===== config.mk =====
export PLATFORM = sky130hd
export DESIGN_NAME = add_sat_pipe_flat
export DESIGN_NICKNAME = d
export VERILOG_FILES = /design/src/rtl/add_sat_pipe_if.sv /design/src/rtl/add_sat_pipe.sv /design/src/flat_wrapper.sv
export SDC_FILE = /design/constraint.sdc
export NUM_CORES = 1
export LEC_CHECK = 0
export BUFFER_PORTS_ARGS = -buffer_cell sky130_fd_sc_hd__buf_4
export CAP_MARGIN = 0
export CORE_MARGIN = 2
export CORE_UTILIZATION = 56
export CTS_BUF_LIST = sky130_fd_sc_hd__clkbuf_4 sky130_fd_sc_hd__clkbuf_8
export CTS_CLUSTER_SIZE = 12
export DETAILED_ROUTE_END_ITERATION = 6
export HOLD_SLACK_MARGIN = 0.03
export PLACE_DENSITY = 0.84
export SLEW_MARGIN = 20
export SYNTH_ARGS = -nofsm -noshare
export SYNTH_HDL_FRONTEND = slang
export SYNTH_SLANG_ARGS = --single-unit

===== constraint.sdc =====
create_clock -name sys_clk -period 2 [get_ports sys_clk]
set_clock_uncertainty 0.1 [all_clocks]
set_input_delay 0.2 -clock sys_clk [delete_from_list [all_inputs] [get_ports sys_clk]]
set_output_delay 0.2 -clock sys_clk [all_outputs]
set_load 0.01 [all_outputs]

===== src/rtl/add_sat_pipe_if.sv =====
// +----------------------------------------------------------------------+
// | add_sat_pipe_if : operand/result handshake bundle for add_sat_pipe   |
// | Revision: 1.0                                                        |
// +----------------------------------------------------------------------+
`default_nettype none

interface add_sat_pipe_if #(
  parameter int WIDTH = 32
);
  localparam int NSEG = WIDTH / 8;

  logic             in_valid;
  logic             in_ready;
  logic [WIDTH-1:0] a;
  logic [WIDTH-1:0] b;
  logic             cin;
  logic             sat;
  logic [1:0]       mode;
  logic             out_valid;
  logic             out_ready;
  logic [WIDTH-1:0] r;
  logic             co;
  logic [NSEG-1:0]  satf;

  modport master (
    output in_valid, a, b, cin, sat, mode, out_ready,
    input  in_ready, out_valid, r, co, satf
  );

  modport slave (
    input  in_valid, a, b, cin, sat, mode, out_ready,
    output in_ready, out_valid, r, co, satf
  );
endinterface

`default_nettype wire


===== src/rtl/add_sat_pipe.sv =====
// +----------------------------------------------------------------------+
// | add_sat_pipe : 2-stage SIMD (8/16/full) unsigned+signed-delta adder  |
// | with per-lane saturation and a saturation event counter.             |
// | Optional sat_sticky output: define ADD_SAT_PIPE_STICKY_EN.           |
// | Revision: 1.0                                                        |
// +----------------------------------------------------------------------+
`default_nettype none

module add_sat_pipe #(
  parameter int WIDTH = 32
) (
  input  logic         sys_clk,
  input  logic         resetl,
  add_sat_pipe_if.slave bus,
  input  logic         clr,
`ifdef ADD_SAT_PIPE_STICKY_EN
  output logic [WIDTH/8-1:0] sat_sticky,
`endif
  output logic [15:0]  sat_cnt
);

  localparam int NSEG = WIDTH / 8;

  logic             adv1;
  logic             adv2;

  logic             s1_valid;
  logic [1:0]       s1_mode;
  logic             s1_sat;
  logic [WIDTH-1:0] s1_sum;
  logic [NSEG-1:0]  s1_cy;
  logic [NSEG-1:0]  s1_bsign;

  logic             out_valid;
  logic [WIDTH-1:0] r;
  logic             co;
  logic [NSEG-1:0]  satf;

  logic [NSEG:0]    chain;
  logic [NSEG-1:0]  seg_cin;
  logic [WIDTH-1:0] seg_sum;
  logic [NSEG-1:0]  bsign_seg;
  logic [WIDTH-1:0] nxt_r;
  logic [NSEG-1:0]  nxt_satf;
  logic             out_xfer;

  assign adv2          = !out_valid | bus.out_ready;
  assign adv1          = !s1_valid | adv2;
  assign bus.in_ready  = adv1;
  assign bus.out_valid = out_valid;
  assign bus.r         = r;
  assign bus.co        = co;
  assign bus.satf      = satf;
  assign out_xfer      = out_valid & bus.out_ready;

  // chain[k] is the carry out of segment k-1; lane boundaries restart from cin.
  always_comb begin
    chain   = '0;
    seg_cin = '0;
    seg_sum = '0;
    for (int k = 0; k < NSEG; k++) begin
      if (k == 0 || bus.mode == 2'd0 || (bus.mode == 2'd1 && (k % 2) == 0))
        seg_cin[k] = bus.cin;
      else
        seg_cin[k] = chain[k];
      {chain[k+1], seg_sum[8*k +: 8]} = {1'b0, bus.a[8*k +: 8]}
                                      + {1'b0, bus.b[8*k +: 8]}
                                      + {8'd0, seg_cin[k]};
    end
  end

  for (genvar k = 0; k < NSEG; k++) begin : g_seg
    localparam int PAIR_TOP = k | 1;
    logic lane_cy;
    logic lane_bs;
    logic clamp;

    assign bsign_seg[k] = bus.b[8*k + 7];

    // Each segment looks at the carry/sign of the top segment of its lane.
    always_comb begin
      lane_cy = s1_cy[NSEG-1];
      lane_bs = s1_bsign[NSEG-1];
      case (s1_mode)
        2'd0: begin
          lane_cy = s1_cy[k];
          lane_bs = s1_bsign[k];
        end
        2'd1: begin
          lane_cy = s1_cy[PAIR_TOP];
          lane_bs = s1_bsign[PAIR_TOP];
        end
        default: ;
      endcase
    end

    assign clamp             = s1_sat & (lane_cy ^ lane_bs);
    assign nxt_satf[k]       = clamp;
    assign nxt_r[8*k +: 8]   = clamp ? {8{lane_cy}} : s1_sum[8*k +: 8];
  end

  always_ff @(posedge sys_clk or negedge resetl) begin
    if (!resetl) begin
      s1_valid <= 1'b0;
      s1_mode  <= 2'd0;
      s1_sat   <= 1'b0;
      s1_sum   <= '0;
      s1_cy    <= '0;
      s1_bsign <= '0;
    end else if (adv1) begin
      s1_valid <= bus.in_valid;
      if (bus.in_valid) begin
        s1_mode  <= bus.mode;
        s1_sat   <= bus.sat;
        s1_sum   <= seg_sum;
        s1_cy    <= chain[NSEG:1];
        s1_bsign <= bsign_seg;
      end
    end
  end

  always_ff @(posedge sys_clk or negedge resetl) begin
    if (!resetl) begin
      out_valid <= 1'b0;
      r         <= '0;
      co        <= 1'b0;
      satf      <= '0;
    end else if (adv2) begin
      out_valid <= s1_valid;
      if (s1_valid) begin
        r    <= nxt_r;
        co   <= s1_cy[NSEG-1];
        satf <= nxt_satf;
      end
    end
  end

  always_ff @(posedge sys_clk or negedge resetl) begin
    if (!resetl)
      sat_cnt <= 16'd0;
    else if (clr)
      sat_cnt <= 16'd0;
    else if (out_xfer && (|satf) && sat_cnt != 16'hFFFF)
      sat_cnt <= sat_cnt + 16'd1;
  end

`ifdef ADD_SAT_PIPE_STICKY_EN
  always_ff @(posedge sys_clk or negedge resetl) begin
    if (!resetl)
      sat_sticky <= '0;
    else if (clr)
      sat_sticky <= '0;
    else if (out_xfer)
      sat_sticky <= sat_sticky | satf;
  end
`endif

endmodule

`default_nettype wire

===== src/flat_wrapper.sv =====
// flat-port wrapper written by rule: the top's interface ports become plain ports
module add_sat_pipe_flat 
#(
  parameter int WIDTH = 32
)
  (sys_clk, resetl, clr, sat_cnt, bus_in_valid, bus_a, bus_b, bus_cin, bus_sat, bus_mode, bus_out_ready, bus_in_ready, bus_out_valid, bus_r, bus_co, bus_satf);
  add_sat_pipe_if #(.WIDTH(WIDTH)) bus_i ();
  input  logic sys_clk;
  input  logic resetl;
  input  logic clr;
  output logic [15:0] sat_cnt;
  input wire logic [$bits(bus_i.in_valid)-1:0] bus_in_valid;
  input wire logic [$bits(bus_i.a)-1:0] bus_a;
  input wire logic [$bits(bus_i.b)-1:0] bus_b;
  input wire logic [$bits(bus_i.cin)-1:0] bus_cin;
  input wire logic [$bits(bus_i.sat)-1:0] bus_sat;
  input wire logic [$bits(bus_i.mode)-1:0] bus_mode;
  input wire logic [$bits(bus_i.out_ready)-1:0] bus_out_ready;
  output wire logic [$bits(bus_i.in_ready)-1:0] bus_in_ready;
  output wire logic [$bits(bus_i.out_valid)-1:0] bus_out_valid;
  output wire logic [$bits(bus_i.r)-1:0] bus_r;
  output wire logic [$bits(bus_i.co)-1:0] bus_co;
  output wire logic [$bits(bus_i.satf)-1:0] bus_satf;
  assign bus_i.in_valid = bus_in_valid;
  assign bus_i.a = bus_a;
  assign bus_i.b = bus_b;
  assign bus_i.cin = bus_cin;
  assign bus_i.sat = bus_sat;
  assign bus_i.mode = bus_mode;
  assign bus_i.out_ready = bus_out_ready;
  assign bus_in_ready = bus_i.in_ready;
  assign bus_out_valid = bus_i.out_valid;
  assign bus_r = bus_i.r;
  assign bus_co = bus_i.co;
  assign bus_satf = bus_i.satf;
  add_sat_pipe #(.WIDTH(WIDTH)) u_core (.sys_clk(sys_clk), .resetl(resetl), .bus(bus_i), .clr(clr), .sat_cnt(sat_cnt));
endmodule

## Word level (Yosys, flattened, before mapping)

Cells that the tools add are included.

| operators by class | value |
|---|---|
| add/subtract/negate cells | 9 |
| multipliers | 0 |
| divide/modulo/power cells | 0 |
| $lt $le $gt $ge | 0 |
| equality and inequality tests | 3 |
| shifts and indexed selects | 0 |
| multiplexer cells | 15 |
| bitwise gates (word level) | 11 |
| reduce and logical (&&, ||, !) cells | 12 |

Operator list:

| kind | number |
|---|---|
| $add A8 B8 Y9 | 4 |
| $add A9 B1 Y9 | 4 |
| $mux W16 | 2 |
| $mux W8 | 4 |
| $add A16 B1 Y16 const B | 1 |
| $ne A16 B16 Y1 const B | 1 |
| $mux W1 | 7 |
| $and A1 B1 Y1 | 5 |
| $eq A2 B1 Y1 const B | 2 |
| $logic_not A2 Y1 | 2 |
| $pmux W1 S2 | 2 |
| $reduce_and A2 Y1 | 2 |
| $reduce_or A4 Y1 | 1 |
| $xor A1 B1 Y1 | 4 |
| $logic_and A1 B1 Y1 | 2 |
| $logic_not A1 Y1 | 2 |
| $or A1 B1 Y1 | 2 |
| $reduce_bool A2 Y1 | 1 |
| $reduce_or A2 Y1 | 1 |
| $logic_or A1 B1 Y1 | 1 |

| storage, ports and cells | value |
|---|---|
| flip-flop bits (word level) | 98 |
| bits in latches | 0 |
| bits in writable memories | 0 |
| memory bits (read-only) | 0 |
| input bits | 73 |
| output and inout port bits | 55 |
| logic and storage cells | 61 |
| memories | 0 |

## Depth between registers and ports, before layout

| depth | value |
|---|---|
| word-level depth | 8 |
| depth in mapped cells | 26 |
| gate-level depth less buffers | 26 |

## Least setup slack after synthesis

Ideal clock, no wire load.

| path | value |
|---|---|
| path kind | input to register |
| start point | in bus_cin |
| end point | reg u_core.s1_cy[3] |
| library setup time | 0.124 ns |
| data arrival time | 5.957 ns |
| data required time | 1.776 ns |
| path slack | -4.181 ns |
| stages | 26 |
| path buffers | 0 |
| cells stage by stage | inv_1 > fa_1 > inv_1 > fa_1 > a21oi_1 > o211ai_1 > a21oi_1 > o21ai_0 > fa_1 > fa_1 > a21oi_1 > o211ai_1 > a21oi_1 > o21ai_0 > fa_1 > fa_1 > a21oi_1 > o211ai_1 > a21oi_1 > o21ai_0 > fa_1 > fa_1 > a21oi_1 > o21ai_0 > o311a_1 > o31a_1 |

| on the way | value |
|---|---|
| word-level cells in the longest chain between the ends | 7 |

Ends and longest elaborated chain:

| item | line | source |
|---|---|---|
| from (decl) | flat_wrapper.sv:15 | `input wire logic [$bits(bus_i.cin)-1:0] bus_cin;` |
| $add A9 B1 Y9 | add_sat_pipe.sv:68 | `+ {8'd0, seg_cin[k]};` |
| $mux W1 | add_sat_pipe.sv:62 | `if (k == 0 \|\| bus.mode == 2'd0 \|\| (bus.mode == 2'd1 && (k % 2) == 0))` |
| $add A9 B1 Y9 | add_sat_pipe.sv:68 |  |
| $mux W1 | add_sat_pipe.sv:62 |  |
| $add A9 B1 Y9 | add_sat_pipe.sv:68 |  |
| $mux W1 * | add_sat_pipe.sv:62 |  |
| $add A9 B1 Y9 * | add_sat_pipe.sv:68 |  |
| to (signal assigned) | add_sat_pipe.sv:116 | `s1_cy <= chain[NSEG:1];` |
| to (decl) | add_sat_pipe.sv:31 | `logic [NSEG-1:0] s1_cy;` |

Mark *: on every way between the ends. The rest lies on a longest branch, timed or not.
A chain may end at the register's enable or synchronous reset.

## Final worst setup path

| path | value |
|---|---|
| start point | in bus_cin |
| end point | reg u_core.s1_sum[30] |

| on the way | value |
|---|---|
| word-level cells in the longest chain between the ends | 7 |

Ends and longest elaborated chain:

| item | line | source |
|---|---|---|
| $add A9 B1 Y9 | add_sat_pipe.sv:68 |  |
| $mux W1 | add_sat_pipe.sv:62 |  |
| $add A9 B1 Y9 | add_sat_pipe.sv:68 |  |
| $mux W1 | add_sat_pipe.sv:62 |  |
| $add A9 B1 Y9 | add_sat_pipe.sv:68 |  |
| $mux W1 * | add_sat_pipe.sv:62 |  |
| $add A9 B1 Y9 * | add_sat_pipe.sv:68 |  |
| to (signal assigned) | add_sat_pipe.sv:115 | `s1_sum <= seg_sum;` |
| to (decl) | add_sat_pipe.sv:30 | `logic [WIDTH-1:0] s1_sum;` |

Marked as above.

==> impl_metrics.ini <==
[worst_setup_path]
crit_start = bus_cin
rr_endpoint = u_core.sat_cnt[12]
slowest_stage = fa_2
worst_setup_path_end_kind = flop
crit_path_max_fanout = 2
r2r_cells = 5
critPathKind = primary input to flop
crit_required_ps = 2190
worst-r2r-setup-slack_ps = 110
cp.arrival_ps = 5900
critPathMostFrequentCell = fa_2
cpPeakStageDelay_ps = 400
timing.rr.start = u_core.sat_cnt[1]
worstSetupStartpointType = primary input

[clock_tree]
clock_latency_ps = 390
clkSinkCount = 98
clock_path_buffers = 2
cts_made_buffers = 9
root_buffer = clkbuf_8
cts_tree = built
path_clk_slew_ps = 100
cts_max_level = 3

[route]
wl_per_cell_um = 18.06
drc = 0
wl_um = 16290
vias = 5422
ant_nets = 0
via_per_inst = 6.011
drt_iter0_drc = 398
drtPass1Iterations = 5

[worst_hold_path]
hold_start = clr
hold_path_class = primary input to flop
hold_path_depth = 2
hold_path_end = u_core.sat_cnt[8]

[timing]
slew_violations = 0
setup_tns_ps = -51750
relSlewSlack = 0.5489
setup_ws_ps = -3712
finalHoldViolCount = 0
rsz0062_at_grt = yes
fmax_mhz = 175.1
worstMarginPinSlew_ps = 676.7
setup_viol = 27
period_share = 2.856
period_needed_ps = 5712

[placed_design]
gp_congestion = 0.9396
dp.final_hpwl_um = 11050
numPortBuffers = 127

[logic_synthesis]
syn_nets = 671
ys_async_sr_fraction = 1.000
synthTopCellsByCount = 98 x dfrtp_1, 96 x nand2_1, 44 x a21oi_1
ys_ff_latch = 98
yosys.area.top_type = dfrtp_1
synthesis.instances = 561
synth_edf_count = 0
netlist_area_mm2 = 0.005583
ys.flop_type = dfrtp_1
synth_top_area_frac = 0.4393
synth_warnings = 0
synthTopCellsByArea = dfrtp_1 44%, ha_1 6.5%, nand2_1 6.5%, a21oi_1 3.9%, o21ai_0 3.8%
synth.most_common_cell = dfrtp_1
synth.avg_cell_area_um2 = 9.952
synth_seq_area_share = 0.4393
ys_types = 65

[floorplan]
row_count = 36
io_pins = 128
start_util = 0.5738
die_height_um = 103.8
core_region_area_mm2 = 0.009729
chipWidth_um = 103.8
die_area_mm2 = 0.01078

[pwr]
vdd_drop_max_mv = 0.4671
p_per_area_mw_per_mm2 = 827.6
power.switching_mw = 2.152
p_seq_frac = 0.423
power.total_mw = 6.442
p_comb_frac = 0.353
swShare = 0.3341
pwr-share-clk = 0.224
total_leakage_power_nw = 3.657
p_int_mw = 4.289

[layout]
antenna_cells = 0
final_net_count = 874
post_route_cells_drive_above_1_share = 0.3901
syn2layout_area_growth_pct = 39.42

[global_route]
grt_first_pass_wirelength_um = 27080
grt_max_degree = 53
grt.overflow.total = 0
grt_util_met2 = 0.5310
use_met3 = 0.06923
grt_use_met1 = 0.3821
antenna_found_initial = 0
grt_pass1_vias = 5607
busiest_layer = met2
track_usage = 0.3106

[job]
drv_cap = 0

[outcome]
violations = negative setup slack
status = complete, but fails checks
## per-stage QoR
| stage | utilization | area, um2 | cells | setup WS [ps] | hold WS (ps) |
|---|---|---|---|---|---|
| final | 0.8000 | 7784 | 902 | -3712 | 52.76 |
| after global routing | 0.8000 | 7784 | 902 | -3894 | 62.34 |
| after CTS | 0.8079 | 7860 | 930 | -3634 | 41.79 |
| after detailed placement | 0.7350 | 7151 | 864 | -4206 | 26.96 |
| after global placement | 0.7350 | 7151 | 864 | -4004 | 23.06 |
| after floorplan | - | 5637 | 561 | -3600 | -195.6 |
## routing by layer
metal / vias up / routed length, um
li1: 2490 / -
met1: 2646 / 6543
met2: 241 / 8334
met3: 45 / 1005
met4: 0 / 404
met5: - / 0
## worst max-delay path: cells and delay by family
family / cells / cell delay [ps]
buf+inv: 3 / 200
compound gates: 16 / 2720
fa+ha+maj: 8 / 2770
## power by group through the flow
| stage | clock (mW) | sequential (mW) | combinational, mW |
|---|---|---|---|
| floorplan | 0 | 2.78 | 1.00 |
| global placement | 0 | 2.72 | 1.99 |
| detailed placement | 0 | 2.74 | 2.05 |
| CTS | 1.45 | 2.71 | 2.26 |
| global route | 1.54 | 2.77 | 2.48 |
| finish | 1.44 | 2.72 | 2.28 |
## state kept, by name, indices dropped and copies added (netlist names)
register / count
u_core.bus.co: 1
u_core.bus.out_valid: 1
u_core.bus.r: 32
u_core.bus.satf: 4
u_core.s1_bsign: 4
u_core.s1_cy: 4
u_core.s1_mode: 2
u_core.s1_sat: 1
u_core.s1_sum: 32
u_core.s1_valid: 1
u_core.sat_cnt: 16
## layout make-up
cell class | instances | area [um2]
clock buffer | 9 | 123.9
clock inverter | 7 | 100.1
inverter | 19 | 90.09
timing repair buffer | 213 | 1660
multi-input combinational | 423 | 3191
tap | 133 | 166.4
sequential | 98 | 2452
fill | 609 | 1946
## timing repair
action,4_1_cts,5_1_grt
buffers inserted,46,6
setup endpoints to repair,27,37
endpoints found under the hold margin,104,0
pin swaps,27,24
gates resized for setup,27,25
hold buffers,7,0
## cell families (layout without fill, tap and decap cells)
| group | Yosys count | in the layout | share of synthesized area |
|---|---|---|---|
| multiplexers | 11 | 11 | 0.02129 |
| flip-flops | 98 | 98 | 0.4393 |
| AND/OR/NAND/NOR | 196 | 196 | 0.1869 |
| AO/OA/AOI/OAI | 163 | 163 | 0.2026 |
| XOR/XNOR | 16 | 16 | 0.02510 |
| buffers and inverters | 40 | 248 | 0.03115 |
| adder cells (fa/ha/maj) | 37 | 37 | 0.09368 |
## cell usage in the layout, fill, tap and decap left out, drive strengths merged, types with 3 or more instances in the layout
| cell | count |
|---|---|
| nor3b | 3 |
| a21boi | 3 |
| dfrtp | 98 |
| ha | 29 |
| o21ai | 43 |
| o221a | 8 |
| o21bai | 3 |
| nand3b | 3 |
| a21oi | 45 |
| o31ai | 14 |
| a221o | 16 |
| o311a | 3 |
| buf | 206 |
| nor2b | 5 |
| nand2b | 7 |
| o31a | 4 |
| clkinv | 4 |
| mux2 | 4 |
| or2 | 3 |
| nand2 | 96 |
| o41ai | 3 |
| mux2i | 7 |
| o311ai | 3 |
| or4 | 9 |
| nand4 | 13 |
| dlygate4sd3 | 7 |
| o211ai | 6 |
| and3 | 5 |
| clkbuf | 9 |
| nor4 | 10 |
| or3 | 5 |
| inv | 20 |
| nor2 | 10 |
| nand3 | 17 |
| xnor2 | 14 |
| fa | 8 |
| and2 | 5 |
## worst max-delay path by stage
stage	endpoint	slack (ps)	cells after the start
after floorplan	u_core.s1_cy[3]	-3600	26
after global placement	u_core.s1_cy[3]	-4000	27
after detailed placement	u_core.s1_cy[3]	-4210	27
after CTS	u_core.s1_cy[3]	-3630	27
after global routing	u_core.s1_sum[30]	-3890	27
final	u_core.s1_sum[30]	-3710	27
No activity file was read; power rests on OpenSTA's default activity.
